<file path="src/rtl/slc3_mem_pkg.sv">
// rtl/slc3_mem_pkg.sv - shared types and constants for the SLC-3 memory bridge
package slc3_mem_pkg;

   typedef enum logic [2:0] {
      ST_IDLE,
      ST_RD,
      ST_WR_SETUP,
      ST_WR_PULSE,
      ST_WR_HOLD,
      ST_IO,
      ST_DONE
   } mem_state_t;

   localparam logic [15:0] DEFAULT_IO_ADDR = 16'hFFFF;

   typedef struct packed {
      logic ce_n;
      logic oe_n;
      logic we_n;
      logic ub_n;
      logic lb_n;
   } strobe_t;

   localparam strobe_t IDLE_STROBES = 5'b11111;

endpackage

</file>
<file path="src/rtl/sync_2ff.sv">
// rtl/sync_2ff.sv - two-flop synchroniser for asynchronous board inputs
module sync_2ff #(
   parameter int WIDTH = 16
) (
   input  logic             Clk,
   input  logic             Reset,
   input  logic [WIDTH-1:0] d,
   output logic [WIDTH-1:0] q
);

   logic [WIDTH-1:0] meta_q, meta_d;
   logic [WIDTH-1:0] sync_q, sync_d;

   always_comb begin
      meta_d = d;
      sync_d = meta_q;
   end

   always_ff @(posedge Clk or posedge Reset) begin
      if (Reset) begin
         meta_q <= '0;
         sync_q <= '0;
      end else begin
         meta_q <= meta_d;
         sync_q <= sync_d;
      end
   end

   assign q = sync_q;

endmodule

</file>
<file path="src/rtl/slc3_mem_bridge.sv">
// rtl/slc3_mem_bridge.sv - req/ack bridge from the SLC-3 MAR/MDR path to async SRAM and switch/hex I/O
module slc3_mem_bridge
   import slc3_mem_pkg::*;
#(
   parameter int                    DATA_W      = 16,
   parameter int                    CPU_ADDR_W  = 16,
   parameter int                    SRAM_ADDR_W = 20,
   parameter int                    WAIT_STATES = 2,
   parameter logic [CPU_ADDR_W-1:0] IO_ADDR     = DEFAULT_IO_ADDR
) (
   input  logic                   Clk,
   input  logic                   Reset,
   input  logic                   req,
   input  logic                   we,
   input  logic [CPU_ADDR_W-1:0]  addr,
   input  logic [DATA_W-1:0]      wdata,
   output logic                   ack,
   output logic [DATA_W-1:0]      rdata,
   output logic                   busy,
   input  logic [DATA_W-1:0]      switches,
   output logic [DATA_W-1:0]      hex_reg,
   output logic                   CE_n,
   output logic                   OE_n,
   output logic                   WE_n,
   output logic                   UB_n,
   output logic                   LB_n,
   output logic [SRAM_ADDR_W-1:0] sram_addr,
   output logic [DATA_W-1:0]      sram_dout,
   output logic                   sram_doe,
   input  logic [DATA_W-1:0]      sram_din
);

   if (WAIT_STATES < 1) begin : g_bad_wait_states
      $error("slc3_mem_bridge: WAIT_STATES must be at least 1");
   end

   localparam int              CNT_W    = (WAIT_STATES > 1) ? $clog2(WAIT_STATES) : 1;
   localparam logic [CNT_W-1:0] CNT_LOAD = CNT_W'(WAIT_STATES - 1);

   mem_state_t             state_q, state_d;
   logic [CNT_W-1:0]       cnt_q, cnt_d;
   logic                   we_q, we_d;
   logic [SRAM_ADDR_W-1:0] addr_q, addr_d;
   logic [DATA_W-1:0]      wdata_q, wdata_d;
   logic [DATA_W-1:0]      rdata_q, rdata_d;
   logic [DATA_W-1:0]      hex_q, hex_d;
   logic [DATA_W-1:0]      sw_sync;
   strobe_t                strb;
   logic                   doe;
   logic                   ack_c;

   sync_2ff #(
      .WIDTH (DATA_W)
   ) u_sw_sync (
      .Clk   (Clk),
      .Reset (Reset),
      .d     (switches),
      .q     (sw_sync)
   );

   always_comb begin
      state_d = state_q;
      cnt_d   = cnt_q;
      we_d    = we_q;
      addr_d  = addr_q;
      wdata_d = wdata_q;
      rdata_d = rdata_q;
      hex_d   = hex_q;
      strb    = IDLE_STROBES;
      doe     = 1'b0;
      ack_c   = 1'b0;

      case (state_q)
         ST_IDLE: begin
            if (req) begin
               we_d    = we;
               addr_d  = {{(SRAM_ADDR_W-CPU_ADDR_W){1'b0}}, addr};
               wdata_d = wdata;
               if (addr == IO_ADDR) begin
                  state_d = ST_IO;
               end else if (!we) begin
                  state_d = ST_RD;
                  cnt_d   = CNT_LOAD;
               end else begin
                  state_d = ST_WR_SETUP;
               end
            end
         end
         ST_RD: begin
            strb.ce_n = 1'b0;
            strb.oe_n = 1'b0;
            strb.ub_n = 1'b0;
            strb.lb_n = 1'b0;
            if (cnt_q == '0) begin
               rdata_d = sram_din;
               state_d = ST_DONE;
            end else begin
               cnt_d = cnt_q - CNT_W'(1);
            end
         end
         ST_WR_SETUP: begin
            strb.ce_n = 1'b0;
            strb.ub_n = 1'b0;
            strb.lb_n = 1'b0;
            doe       = 1'b1;
            state_d   = ST_WR_PULSE;
            cnt_d     = CNT_LOAD;
         end
         ST_WR_PULSE: begin
            strb.ce_n = 1'b0;
            strb.we_n = 1'b0;
            strb.ub_n = 1'b0;
            strb.lb_n = 1'b0;
            doe       = 1'b1;
            if (cnt_q == '0) begin
               state_d = ST_WR_HOLD;
            end else begin
               cnt_d = cnt_q - CNT_W'(1);
            end
         end
         ST_WR_HOLD: begin
            // WE_n has risen but data and address stay driven for SRAM hold time
            strb.ce_n = 1'b0;
            strb.ub_n = 1'b0;
            strb.lb_n = 1'b0;
            doe       = 1'b1;
            state_d   = ST_DONE;
         end
         ST_IO: begin
            if (we_q) begin
               hex_d = wdata_q;
            end else begin
               rdata_d = sw_sync;
            end
            state_d = ST_DONE;
         end
         ST_DONE: begin
            ack_c   = 1'b1;
            state_d = ST_IDLE;
         end
         default: begin
            state_d = ST_IDLE;
         end
      endcase
   end

   always_ff @(posedge Clk or posedge Reset) begin
      if (Reset) begin
         state_q <= ST_IDLE;
         cnt_q   <= '0;
         we_q    <= 1'b0;
         addr_q  <= '0;
         wdata_q <= '0;
         rdata_q <= '0;
         hex_q   <= '0;
      end else begin
         state_q <= state_d;
         cnt_q   <= cnt_d;
         we_q    <= we_d;
         addr_q  <= addr_d;
         wdata_q <= wdata_d;
         rdata_q <= rdata_d;
         hex_q   <= hex_d;
      end
   end

   // Strobes decode straight from state so an async reset releases them with no clock edge
   assign CE_n      = strb.ce_n;
   assign OE_n      = strb.oe_n;
   assign WE_n      = strb.we_n;
   assign UB_n      = strb.ub_n;
   assign LB_n      = strb.lb_n;
   assign sram_doe  = doe;
   assign sram_dout = wdata_q;
   assign sram_addr = addr_q;
   assign ack       = ack_c;
   assign busy      = (state_q != ST_IDLE);
   assign rdata     = rdata_q;
   assign hex_reg   = hex_q;

endmodule

</file>
<file path="config.mk">
export PLATFORM = sky130hd
export DESIGN_NAME = slc3_mem_bridge
export DESIGN_NICKNAME = d
export VERILOG_FILES = /design/src/rtl/slc3_mem_pkg.sv /design/src/rtl/sync_2ff.sv /design/src/rtl/slc3_mem_bridge.sv
export SDC_FILE = /design/constraint.sdc
export NUM_CORES = 1
export LEC_CHECK = 0
export BUFFER_PORTS_ARGS = -buffer_cell sky130_fd_sc_hd__clkbuf_2
export CAP_MARGIN = 20
export CORE_AREA = 8 8 96 107
export DETAILED_ROUTE_END_ITERATION = 8
export DIE_AREA = 0 0 104 115
export PLACE_DENSITY_LB_ADDON = 0.12
export SLEW_MARGIN = 40
export SYNTH_ARGS = -nofsm -noshare
export SYNTH_HDL_FRONTEND = slang
export SYNTH_SLANG_ARGS = --single-unit
</file>
<file path="constraint.sdc">
create_clock -name Clk -period 8.6 [get_ports Clk]
set_clock_uncertainty 0.1 [all_clocks]
set_input_delay 0.86 -clock Clk [delete_from_list [all_inputs] [get_ports Clk]]
set_output_delay 0.86 -clock Clk [all_outputs]
set_load 0.02 [all_outputs]
</file>
# [Word-level counts from Yosys, hierarchy flattened]
# Cells that the tools add are included.
[word_totals] ff_bits=101 in_bits=68 out_inout_bits=76
[op_classes] addsub=1 n_eq_ne=13 muxes=20 reduce_logical=13
[op_table] op="two-way mux 16 bit" count=2
[op_table] op="one-hot mux 16 bit (2 select lines)" count=1
[op_table] op="== test 16 bit (second input constant)" count=1
[op_table] op="one-hot mux 3 bit (5 select lines)" count=1
[op_table] op="two-way mux 3 bit" count=4
[op_table] op="inequality test 2 bit (second input constant)" count=6
[op_table] op="== test 3 bit (second input constant)" count=3
[op_table] op="two-way mux 1 bit" count=9
[op_table] op="== test 3 x 2 -> 1 bit (second input constant)" count=2
[op_table] op="AND reduction 3 bit" count=2
[op_table] op="nonzero test 3 bit" count=2
[op_table] op="two-way mux 2 bit" count=2
[op_table] op="AND reduction 2 bit" count=2
[op_table] op="AND reduction 4 bit" count=1
[op_table] op="OR reduction 2 bit" count=2
[op_table] op="OR reduction 4 bit" count=1
[op_table] op="== test 3 x 1 -> 1 bit (second input constant)" count=1
[op_table] op="logical NOT 3 bit" count=1
[op_table] op="one-hot mux 1 bit (3 select lines)" count=1
[op_table] op="OR reduction 3 bit" count=1
[op_table] op="nonzero test 2 bit" count=1
[op_table] op="subtractor 1 bit (second input constant)" count=1

# [Longest topological paths before layout]
[logic_depth] ltp_word=4 mapped_depth=6 mapped_depth_nobuf=4

# [Cells and area by module]
# Synthesis repeated with hierarchy kept, for this count alone.
[hier_totals] cells_unflattened=239 hier_area_um2=3837.4
[modules_own_cells] module="slc3_mem_bridge" instances=1 cells_per_inst=206 area_each_um2=3032.9 seq_area_each_um2=1726.7
[modules_own_cells] module="sync_2ff" instances=1 cells_per_inst=33 area_each_um2=804.5 seq_area_each_um2=800.8

# [Least setup slack after synthesis]
# OpenSTA, ideal clock, no wires.
[synth_path] path_type="reg2out" start="reg state_q[0]" end="out LB_n" t_arrival_ns=1.453 required_time_ns=7.640 setup_slack_ns=6.187 path_stages_with_launch=5 n_path_buf=1 cell_sequence="dfrtp_1 -> nand2b_1 -> mux2i_1 -> nor2_1 -> buf_4"
[synth_between] elab_chain_cells=3 word_cells_on_any_way=6
[synth_rtl] element="start: declaration" line="slc3_mem_bridge.sv:40" rtl="mem_state_t state_q, state_d;"
[synth_rtl] element="start signal: assignment" line="slc3_mem_bridge.sv:157" rtl="state_q <= state_d;"
[synth_rtl] element="== test 3 x 2 -> 1 bit (tied with other cells)" line="slc3_mem_bridge.sv:73" rtl="case (state_q)"
[synth_rtl] element="OR reduction 4 bit (no source line) *"
[synth_rtl] element="two-way mux 2 bit *" line="slc3_mem_bridge.sv:73"
[synth_rtl] element="end: declaration" line="slc3_mem_bridge.sv:26" rtl="output logic LB_n,"
# Every way passes the cells marked *; elsewhere a longest branch is shown, timed or not.

# [Final worst setup path]
[layout_path] start="reg state_q[1]" end="out LB_n"
# The elaborated chain is that of the path after synthesis.

==> flow_results.xml <==
<?xml version="1.0" encoding="UTF-8"?>
<metrics>
  <group name="status">
    <metric name="status" unit="">completed</metric>
  </group>
  <group name="timing">
    <metric name="final-max-slew-violation-count" unit="">0</metric>
    <metric name="finalSetupViolCount" unit="">0</metric>
    <metric name="timing_worst_slew_pin_value" unit="ns">0.643</metric>
    <metric name="min_period" unit="ns">2.62</metric>
    <metric name="unrepaired_setup_endpoints_after_global_routing" unit="">no</metric>
    <metric name="slew_headroom" unit="%">57.1</metric>
    <metric name="finalHoldViolCount" unit="">0</metric>
    <metric name="worst_hold_slack" unit="ns">0.239</metric>
    <metric name="fmax" unit="GHz">0.382</metric>
    <metric name="tns" unit="ns">0</metric>
    <metric name="post-route-period-util" unit="%">30.5</metric>
  </group>
  <group name="finish">
    <metric name="fillCellCount" unit="">770</metric>
    <metric name="area_growth" unit="%">26.4</metric>
    <metric name="final_nets" unit="">460</metric>
    <metric name="layout-drive-gt1-share" unit="%">51.1</metric>
    <metric name="utilization" unit="%">55.0</metric>
    <metric name="antenna_cells" unit="">0</metric>
  </group>
  <group name="global_route">
    <metric name="grtUsageTotal" unit="%">13.8</metric>
    <metric name="antenna_found_initial" unit="">0</metric>
    <metric name="grt_start_max_net_pins" unit="">85</metric>
    <metric name="first_pass_grt_wire_length" unit="um">13200</metric>
    <metric name="first_global_vias" unit="">2699</metric>
    <metric name="grt_overflow" unit="">0</metric>
  </group>
  <group name="setup_path">
    <metric name="worstSetupEndpoint" unit="">LB_n</metric>
    <metric name="reg2reg_depth" unit="">4</metric>
    <metric name="worst_setup_path_end_kind" unit="">primary output</metric>
    <metric name="critical_path.startpoint_type" unit="">flip-flop</metric>
    <metric name="critPathMaxFanout" unit="">8</metric>
    <metric name="worst_ep_arrival_time" unit="ns">1.66</metric>
    <metric name="worstPathRequired" unit="ns">7.64</metric>
    <metric name="reg2reg_to" unit="">sram_dout[15]</metric>
    <metric name="rrSetupSlack" unit="ns">6.49</metric>
    <metric name="critPathKind" unit="">reg2out</metric>
    <metric name="critical_path.reg2reg.startpoint" unit="">state_q[2]</metric>
    <metric name="critPathLaunch" unit="">state_q[1]</metric>
  </group>
  <group name="route">
    <metric name="topRoutingLayerUsed" unit="">met4</metric>
    <metric name="route.detailed.vias_per_inst" unit="">4.66</metric>
    <metric name="drt_pass1_iterations" unit="">4</metric>
    <metric name="via_count" unit="">2382</metric>
    <metric name="wl_met2" unit="um">3850</metric>
    <metric name="antenna_violating_nets_post_route" unit="">0</metric>
    <metric name="wl" unit="um">7830</metric>
    <metric name="wirelength_met1" unit="um">3120</metric>
    <metric name="detail_route.drc_violations" unit="">0</metric>
    <metric name="first_iter_violations" unit="">23</metric>
    <metric name="metal3_wl" unit="um">672</metric>
    <metric name="routed_wire_length_per_instance" unit="um">15.3</metric>
  </group>
  <group name="place">
    <metric name="dp_hpwl" unit="um">5900</metric>
    <metric name="globalplace.congestion" unit="">0.777</metric>
    <metric name="port_buffers" unit="">139</metric>
  </group>
  <group name="power_and_ir_drop">
    <metric name="total_leakage_power" unit="uW">0.00245</metric>
    <metric name="max-vdd-ir-drop" unit="V">0.000180</metric>
    <metric name="overall_power" unit="uW">1740</metric>
    <metric name="cellPowerDensity" unit="nW/um2">370</metric>
  </group>
  <group name="clock_tree">
    <metric name="clock_tree.buffer_depth" unit="">2</metric>
    <metric name="clk_pin_slew_worst_paths" unit="ns">0.11</metric>
    <metric name="cts_root_buffer" unit="">sky130_fd_sc_hd__clkbuf_8</metric>
    <metric name="tritoncts_clock_tree" unit="">yes</metric>
    <metric name="clock_latency_on_the_worst_skew_pair" unit="ns">0.36</metric>
    <metric name="cts.hold.buffers_added" unit="">0</metric>
    <metric name="cts.repair.resized" unit="">0</metric>
    <metric name="cts_made_buffers" unit="">9</metric>
    <metric name="cts.htree.levels" unit="">3</metric>
    <metric name="clkSinkCount" unit="">101</metric>
    <metric name="cts_setup_buffers" unit="">0</metric>
  </group>
  <group name="run">
    <metric name="drv_cap" unit="">0</metric>
  </group>
  <group name="synthesis">
    <metric name="netlist.area_leader.share" unit="%">67.8</metric>
    <metric name="synth_seq_area_share" unit="%">67.8</metric>
    <metric name="synth_top_area_cell" unit="">sky130_fd_sc_hd__dfrtp_1</metric>
    <metric name="ys_top_cells_by_area" unit="">sky130_fd_sc_hd__dfrtp_1, sky130_fd_sc_hd__mux2_2, sky130_fd_sc_hd__mux2i_1</metric>
    <metric name="ys_seq_elements" unit="">101</metric>
    <metric name="yosysWarningCount" unit="">0</metric>
    <metric name="syn-instance-count" unit="">252</metric>
    <metric name="mappedNetlistArea" unit="um2">3730</metric>
    <metric name="netlist-cell-type-count" unit="">32</metric>
    <metric name="avgSynthCellArea" unit="um2">14.8</metric>
  </group>
  <group name="floorplan">
    <metric name="design.die.area" unit="um2">12000</metric>
    <metric name="die_h" unit="um">115</metric>
    <metric name="fp.dieW" unit="um">104</metric>
    <metric name="ios" unit="">144</metric>
    <metric name="initial_core_util" unit="%">43.6</metric>
    <metric name="core_area" unit="um2">8560</metric>
    <metric name="rows" unit="">36</metric>
  </group>
  <group name="worst_hold_path">
    <metric name="worst_hold_path_type" unit="">reg2reg</metric>
    <metric name="worst_hold_startpoint" unit="">u_sw_sync.meta_q[6]</metric>
  </group>
</metrics>
## critical path, stage by stage (launching register included)
cell	delay, ns
sky130_fd_sc_hd__dfrtp_1	0.47
sky130_fd_sc_hd__and2b_1	0.27
sky130_fd_sc_hd__and2_1	0.20
sky130_fd_sc_hd__nor2_1	0.17
sky130_fd_sc_hd__clkbuf_2	0.20
## per-layer routing
metal / GRT usage, % / vias up
met3: 5.72 / 13
met1: 15.3 / 1144
met5: 0 / -
met4: 6.67 / 0
li1: - / 1144
met2: 22.6 / 81
## kinds of logic after synthesis
group                  Yosys count  share of synthesized area (%)
AND/OR/NAND/NOR                 38                           5.44
multiplexers                    67                           19.6
flip-flops                     101                           67.8
AO/OA/AOI/OAI                   25                           3.66
other                            1                          0.101
buffers and inverters           20                           3.36
## layout make-up
| class | instances | area, um2 | share of cell area, % |
|---|---|---|---|
| Sequential cell | 101 | 2530 | 53.7 |
| Tap cell | 114 | 143 | 3.03 |
| Timing Repair Buffer | 141 | 724 | 15.4 |
| Clock inverter | 7 | 81.3 | 1.73 |
| Multi-Input combinational cell | 134 | 1090 | 23.1 |
| Clock buffer | 9 | 124 | 2.63 |
| Inverter | 5 | 21.3 | 0.452 |
## Yosys cell counts
library cell and number:
sky130_fd_sc_hd__dfrtp_1 101, sky130_fd_sc_hd__mux2_2 39, sky130_fd_sc_hd__nand2_1 19, sky130_fd_sc_hd__mux2i_1 18
sky130_fd_sc_hd__o21ai_0 15, sky130_fd_sc_hd__mux2_1 10, sky130_fd_sc_hd__buf_4 9, sky130_fd_sc_hd__inv_1 5
sky130_fd_sc_hd__a21oi_1 4, sky130_fd_sc_hd__nand4_1 4, sky130_fd_sc_hd__nor2_1 3, sky130_fd_sc_hd__buf_6 2
sky130_fd_sc_hd__clkbuf_1 2, sky130_fd_sc_hd__nand2b_1 2, sky130_fd_sc_hd__o21ai_1 2, sky130_fd_sc_hd__a211o_1 1
sky130_fd_sc_hd__a211oi_1 1, sky130_fd_sc_hd__a31oi_1 1, sky130_fd_sc_hd__and2_1 1, sky130_fd_sc_hd__and2b_1 1
sky130_fd_sc_hd__buf_1 1, sky130_fd_sc_hd__buf_2 1, sky130_fd_sc_hd__conb_1 1, sky130_fd_sc_hd__nand2_2 1
sky130_fd_sc_hd__nand3_1 1, sky130_fd_sc_hd__nand3_2 1, sky130_fd_sc_hd__nor2_4 1, sky130_fd_sc_hd__nor2b_1 1
sky130_fd_sc_hd__o221ai_1 1, sky130_fd_sc_hd__or3_4 1, sky130_fd_sc_hd__or4_1 1, sky130_fd_sc_hd__or4_4 1
## cells in the final DEF, fill, tap and decap left out, drive strengths merged
cell type  instances
bufinv             1
a21oi              4
and2b              1
nand2b             2
conb               4
o21ai             17
or4                2
a31oi              1
or3                1
buf                1
mux2i             18
clkbuf           149
nand2             20
clkinv             3
dfrtp            101
a211oi             1
nor2               4
a211o              1
and2               1
o221ai             1
nand4              4
mux2              49
inv                8
nor2b              1
nand3              2
## where the power goes
part	switching (uW)	internal [uW]	leakage, uW
Sequential	104	644	0.00121
Clock	165	139	0.000106
Combinational	421	272	0.00113
Total	689	1050	0.00245
## how the worst min path moves through the flow
stage / cells after the start / endpoint
CTS: 0 / u_sw_sync.q[6]
global placement: 0 / u_sw_sync.q[7]
global route: 0 / u_sw_sync.q[6]
floorplan: 0 / u_sw_sync.q[0]
detailed placement: 0 / u_sw_sync.q[7]
finish: 0 / u_sw_sync.q[6]
## stage by stage
step	worst slack [ns]	cells	cell area [um2]
6_report	5.98	511	4710
5_1_grt	5.84	511	4710
4_1_cts	5.95	511	4710
3_5_place_dp	6.27	495	4500
3_3_place_gp	6.17	494	4480
2_1_floorplan	4.99	255	3740
Note: power is estimated with default switching activity, not from simulation.
